<file path="src/rtl/ram_arbiter.sv">
// Arbitrates one synchronous block RAM between a lookahead CPU and an auxiliary requester.
// Aux takes idle CPU cycles, or steals a busy one after MAX_WAIT cycles by stalling the CPU for one cycle.
module ram_arbiter #(
    parameter int DSIZE    = 32,
    parameter int ASIZE    = 13,
    parameter int MAX_WAIT = 8
) (
    input  logic             clk,
    input  logic             reset_b,
    input  logic             cpu_vpa,
    input  logic             cpu_vda,
    input  logic             cpu_rnw,
    input  logic [ASIZE-1:0] cpu_address,
    input  logic [DSIZE-1:0] cpu_dout,
    output logic [DSIZE-1:0] cpu_din,
    output logic             cpu_clken,
    input  logic             aux_req,
    input  logic             aux_rnw,
    input  logic [ASIZE-1:0] aux_address,
    input  logic [DSIZE-1:0] aux_wdata,
    output logic             aux_ack,
    output logic [DSIZE-1:0] aux_rdata,
    output logic             aux_rvalid,
    output logic             ram_cs_b,
    output logic             ram_rnw,
    output logic [ASIZE-1:0] ram_address,
    output logic [DSIZE-1:0] ram_din,
    input  logic [DSIZE-1:0] ram_dout
);
    localparam int            CW      = $clog2(MAX_WAIT + 1);
    localparam logic [CW-1:0] MAX_CNT = CW'(MAX_WAIT);

    typedef enum logic [1:0] {IDLE, FREE, STEAL, RECOVER} state_t;

    state_t           state_q, state_d, cur;
    logic [CW-1:0]    wait_q, wait_d;
    logic [DSIZE-1:0] hold_q, rdata_q;
    logic             rd_pend_q, rd_pend_d;
    logic             cpu_busy, grant;

    assign cpu_busy = cpu_vpa | cpu_vda;

    // cur classifies this cycle; holding reset forces CPU ownership so the outputs drop asynchronously.
    // NOTE: every variable gets a default first so no path through the block infers a latch.
    always_comb begin
        cur     = IDLE;
        wait_d  = wait_q;
        state_d = IDLE;
        if (!reset_b) begin
            cur = IDLE;
        end else if (state_q == RECOVER) begin
            cur = RECOVER;
        end else if (!aux_req) begin
            wait_d = '0;
        end else if (!cpu_busy) begin
            cur    = FREE;
            wait_d = '0;
        end else if (wait_q == MAX_CNT) begin
            cur    = STEAL;
            wait_d = '0;
        end else begin
            wait_d = wait_q + 1'b1;
        end

        case (cur)
            STEAL:   state_d = RECOVER;
            FREE:    state_d = FREE;
            default: state_d = IDLE;
        endcase
    end

    assign grant     = (cur == FREE) || (cur == STEAL);
    assign rd_pend_d = grant & aux_rnw;

    // NOTE: sequential state uses non-blocking assignments so every register samples pre-edge values.
    always_ff @(posedge clk or negedge reset_b) begin
        if (!reset_b) begin
            state_q   <= IDLE;
            wait_q    <= '0;
            hold_q    <= '0;
            rdata_q   <= '0;
            rd_pend_q <= 1'b0;
        end else begin
            state_q   <= state_d;
            wait_q    <= wait_d;
            rd_pend_q <= rd_pend_d;
            if (cur == STEAL) begin
                hold_q <= ram_dout;
            end
            if (rd_pend_q) begin
                rdata_q <= ram_dout;
            end
        end
    end

    // The stolen cycle's RAM output belongs to the CPU's previous read; replay it while the CPU re-issues.
    assign cpu_din     = (state_q == RECOVER) ? hold_q : ram_dout;
    assign cpu_clken   = (cur != STEAL);
    assign aux_ack     = grant;
    assign aux_rvalid  = rd_pend_q;
    assign aux_rdata   = rd_pend_q ? ram_dout : rdata_q;

    assign ram_cs_b    = grant ? 1'b0 : !cpu_busy;
    assign ram_rnw     = grant ? aux_rnw : cpu_rnw;
    assign ram_address = grant ? aux_address : cpu_address;
    assign ram_din     = grant ? aux_wdata : cpu_dout;

endmodule

</file>
<file path="config.mk">
export PLATFORM = sky130hd
export DESIGN_NAME = ram_arbiter
export DESIGN_NICKNAME = d
export VERILOG_FILES = /design/src/rtl/ram_arbiter.sv
export SDC_FILE = /design/constraint.sdc
export NUM_CORES = 1
export LEC_CHECK = 0
export ABC_CLOCK_PERIOD_IN_PS = 4050
export BUFFER_PORTS_ARGS = -buffer_cell sky130_fd_sc_hd__buf_2
export CORE_AREA = 2 2 95 97
export DETAILED_ROUTE_END_ITERATION = 10
export DIE_AREA = 0 0 97 99
export GPL_ROUTABILITY_DRIVEN = 0
export PLACE_DENSITY_LB_ADDON = 0.12
export SLEW_MARGIN = 20
export SYNTH_ARGS = -nofsm -noshare
export SYNTH_HDL_FRONTEND = slang
export SYNTH_SLANG_ARGS = --single-unit
export TNS_END_PERCENT = 20
</file>
<file path="constraint.sdc">
create_clock -name clk -period 4.05 [get_ports clk]
set_input_delay 0.6075 -clock clk [delete_from_list [all_inputs] [get_ports clk]]
set_output_delay 0.6075 -clock clk [all_outputs]
set_load 0.02 [all_outputs]
</file>
==> impl_metrics.env <==
export IMPL_status="completed"
export IMPL_post_dp_hpwl_um=7760
export IMPL_clk_path_buf_depth=2
export IMPL_final_core_util_pct=61.0
export IMPL_finalSetupTns_ns=0
export IMPL_reg2reg_depth=8
export IMPL_diodes=0
export IMPL_gr_total_overflow=0
export IMPL_period_minus_slack_ns=3.35
export IMPL_start_kind="flop"
export IMPL_rsz0062_at_grt="false"
export IMPL_use_met2_pct=32.6
export IMPL_holdWs_ns=0.484
export IMPL_required_ns=3.44
export IMPL_p_total_w=0.00208
export IMPL_antenna_found_initial=0
export IMPL_grt_pass1_vias=3017
export IMPL_cts_tree="built"
export IMPL_ir_drop_mv=0.203
export IMPL_cts_num_sinks=71
export IMPL_use_met3_pct=5.82
export IMPL_cts_setup_buffers=0
export IMPL_tightest_slew_ns=0.901
export IMPL_criticalPathCategory="reg2out"
export IMPL_worstPathMaxFanout=40
export IMPL_finalSetupViolCount=0
export IMPL_r2r_slack_ns=1.66
export IMPL_wirelength_um=10100
export IMPL_synth_edf_count=0
export IMPL_rows=34
export IMPL_cp_startpoint="wait_q[0]"
export IMPL_die_w_um=97
export IMPL_dr_first_iter_drc_count=85
export IMPL_ys_seq_area_share_pct=48.5
export IMPL_cts_resized=0
export IMPL_drt_pass1_iter_count=4
export IMPL_wl_per_cell_um=16.2
export IMPL_route_detailed_drc=0
export IMPL_final_common_cell="buf_2"
export IMPL_switching_share_pct=30.8
export IMPL_reg2reg_to="hold_q[15]"
export IMPL_slew_viol_final=0
export IMPL_fmax_mhz=298
export IMPL_vias=2999
export IMPL_pwr_share_comb_pct=28.3
export IMPL_numCtsBuffers=9
export IMPL_grt_busiest_layer="met2"
export IMPL_nets=641
export IMPL_grt_pass1_wl_um=15900
export IMPL_maxCapViolCount=0
export IMPL_ys_types=22
export IMPL_clkPwrFrac_pct=29.9
export IMPL_root_buffer="clkbuf_8"
export IMPL_r2r_start="wait_q[0]"
export IMPL_finalCritPeriodShare_pct=82.8
export IMPL_intPower_w=0.00144
export IMPL_hold_viol_final=0
export IMPL_power_leakage_nw=2.72
export IMPL_grt_use_met1_pct=29.0
export IMPL_synth_ff_type="dfrtp_1"
export IMPL_synth_seq_cells=71
export IMPL_p_per_area_nw_per_um2=399
export IMPL_syn2layout_area_growth_pct=42.2
export IMPL_crit_end="ram_din[7]"
export IMPL_synth_cells=265
export IMPL_critPathCaptureType="output pin"
export IMPL_dieArea_um2=9600
export IMPL_postRouteAntennaNets=0
export IMPL_grt_max_degree=74
export IMPL_hp_class="reg2reg"
export IMPL_port_buffers=242
export IMPL_worstPathArrival_ns=2.75
export IMPL_final_cell_mix="buf_2, mux2_2, dfrtp_1"
export IMPL_avgViaCountPerCell=4.83
export IMPL_syn_mean_instance_area_um2=13.8
export IMPL_cts_hold_buf=0
export IMPL_path_clk_slew_ns=0.08
export IMPL_synthArstFlopShare_pct=100
export IMPL_htreeDepth=3
export IMPL_netlist_area_um2=3670
export IMPL_slew_headroom_pct=39.9
export IMPL_drive_gt1_share_pct=79.1
export IMPL_p_switching_w=0.000640
export IMPL_finClkSkew_ns=0.0174
export IMPL_io_pins=243
export IMPL_initial_core_util_pct=42.9
export IMPL_power_frac_seq_pct=41.9
export IMPL_ys_warn_count=0
export IMPL_track_usage_pct=21.0
export IMPL_die_h_um=99
export IMPL_coreArea_um2=8550
export IMPL_syn_num_nets=398
export IMPL_clkLatencyLatePin_ns=0.34
Yosys cell counts (2+ instances only):
library cell / n / share of area, %
dfrtp_1: 71 / 48
clkbuf_1: 2 / 0.20
a31oi_1: 2 / 0.34
ha_1: 4 / 1.4
buf_2: 14 / 1.9
o21ai_0: 5 / 0.68
nand2_1: 6 / 0.61
inv_1: 8 / 0.82
mux2_1: 2 / 0.61
mux2_2: 139 / 43
layer usage:
layer / share of wire (%) / wire length, um
met3: 6.8 / 687
met2: 47 / 4690
met4: 1.4 / 143
met5: 0 / 0
met1: 45 / 4560
area by class of cell:
cell class | instances | area, um2
fill | 727 | 3340
timing repair buffer | 248 | 1270
tap | 108 | 135
clock inverter | 7 | 95.1
inverter | 8 | 30.0
clock buffer | 9 | 124
sequential | 71 | 1780
multi-input combinational | 170 | 1780
how the worst min path moves through the flow:
stage / from / endpoint / slack [ns] / cells past startpoint
global placement: rdata_q[5] / rdata_q[5] / 0.46 / 1
global route: ram_dout[17] / hold_q[17] / 0.50 / 2
detailed placement: rdata_q[5] / rdata_q[5] / 0.47 / 1
finish: rdata_q[5] / rdata_q[5] / 0.48 / 1
floorplan: reset_b / aux_rvalid / 0.31 / 0
CTS: rdata_q[5] / rdata_q[5] / 0.49 / 1
power groups by stage:
stage                     sequential (W)  combinational, W  clock (W)
after floorplan                 0.000872          0.000365          0
after global placement          0.000878          0.000584          0
after detailed placement        0.000885          0.000592          0
after CTS                       0.000872          0.000595   0.000631
after global routing            0.000886          0.000632   0.000664
final                           0.000870          0.000587   0.000621
logic make-up after synthesis:
logic type      after synthesis  synth area share [%]
simple gates                 13                  1.84
compound gates               12                  2.08
buf+inv                      24                  2.94
mux                         141                  43.3
flops                        71                  48.5
fa+ha+maj                     4                  1.37
registers in the layout, summed over array words and instances (netlist names):
register,count
hold_q,32
rdata_q,32
state_q,2
wait_q,4
aux_rvalid,1
worst max-delay path, cell delays in order (launching register included):
cell,delay [ns]
dfrtp_1,0.42
inv_1,0.06
ha_1,0.19
nand3b_1,0.15
o21ai_0,0.09
and2_2,0.22
ha_2,0.46
buf_12,0.26
mux2_2,0.39
buf_2,0.17
through the flow:
| stage | area [um2] | setup slack (ns) | std cells |
|---|---|---|---|
| finish | 5210 | 0.696 | 621 |
| global route | 5210 | 0.471 | 621 |
| CTS | 5210 | 0.701 | 621 |
| detailed placement | 4990 | 0.883 | 605 |
| global placement | 4990 | 0.962 | 605 |
| floorplan | 3670 | 0.994 | 265 |
Power figures use the tool's default switching activity.
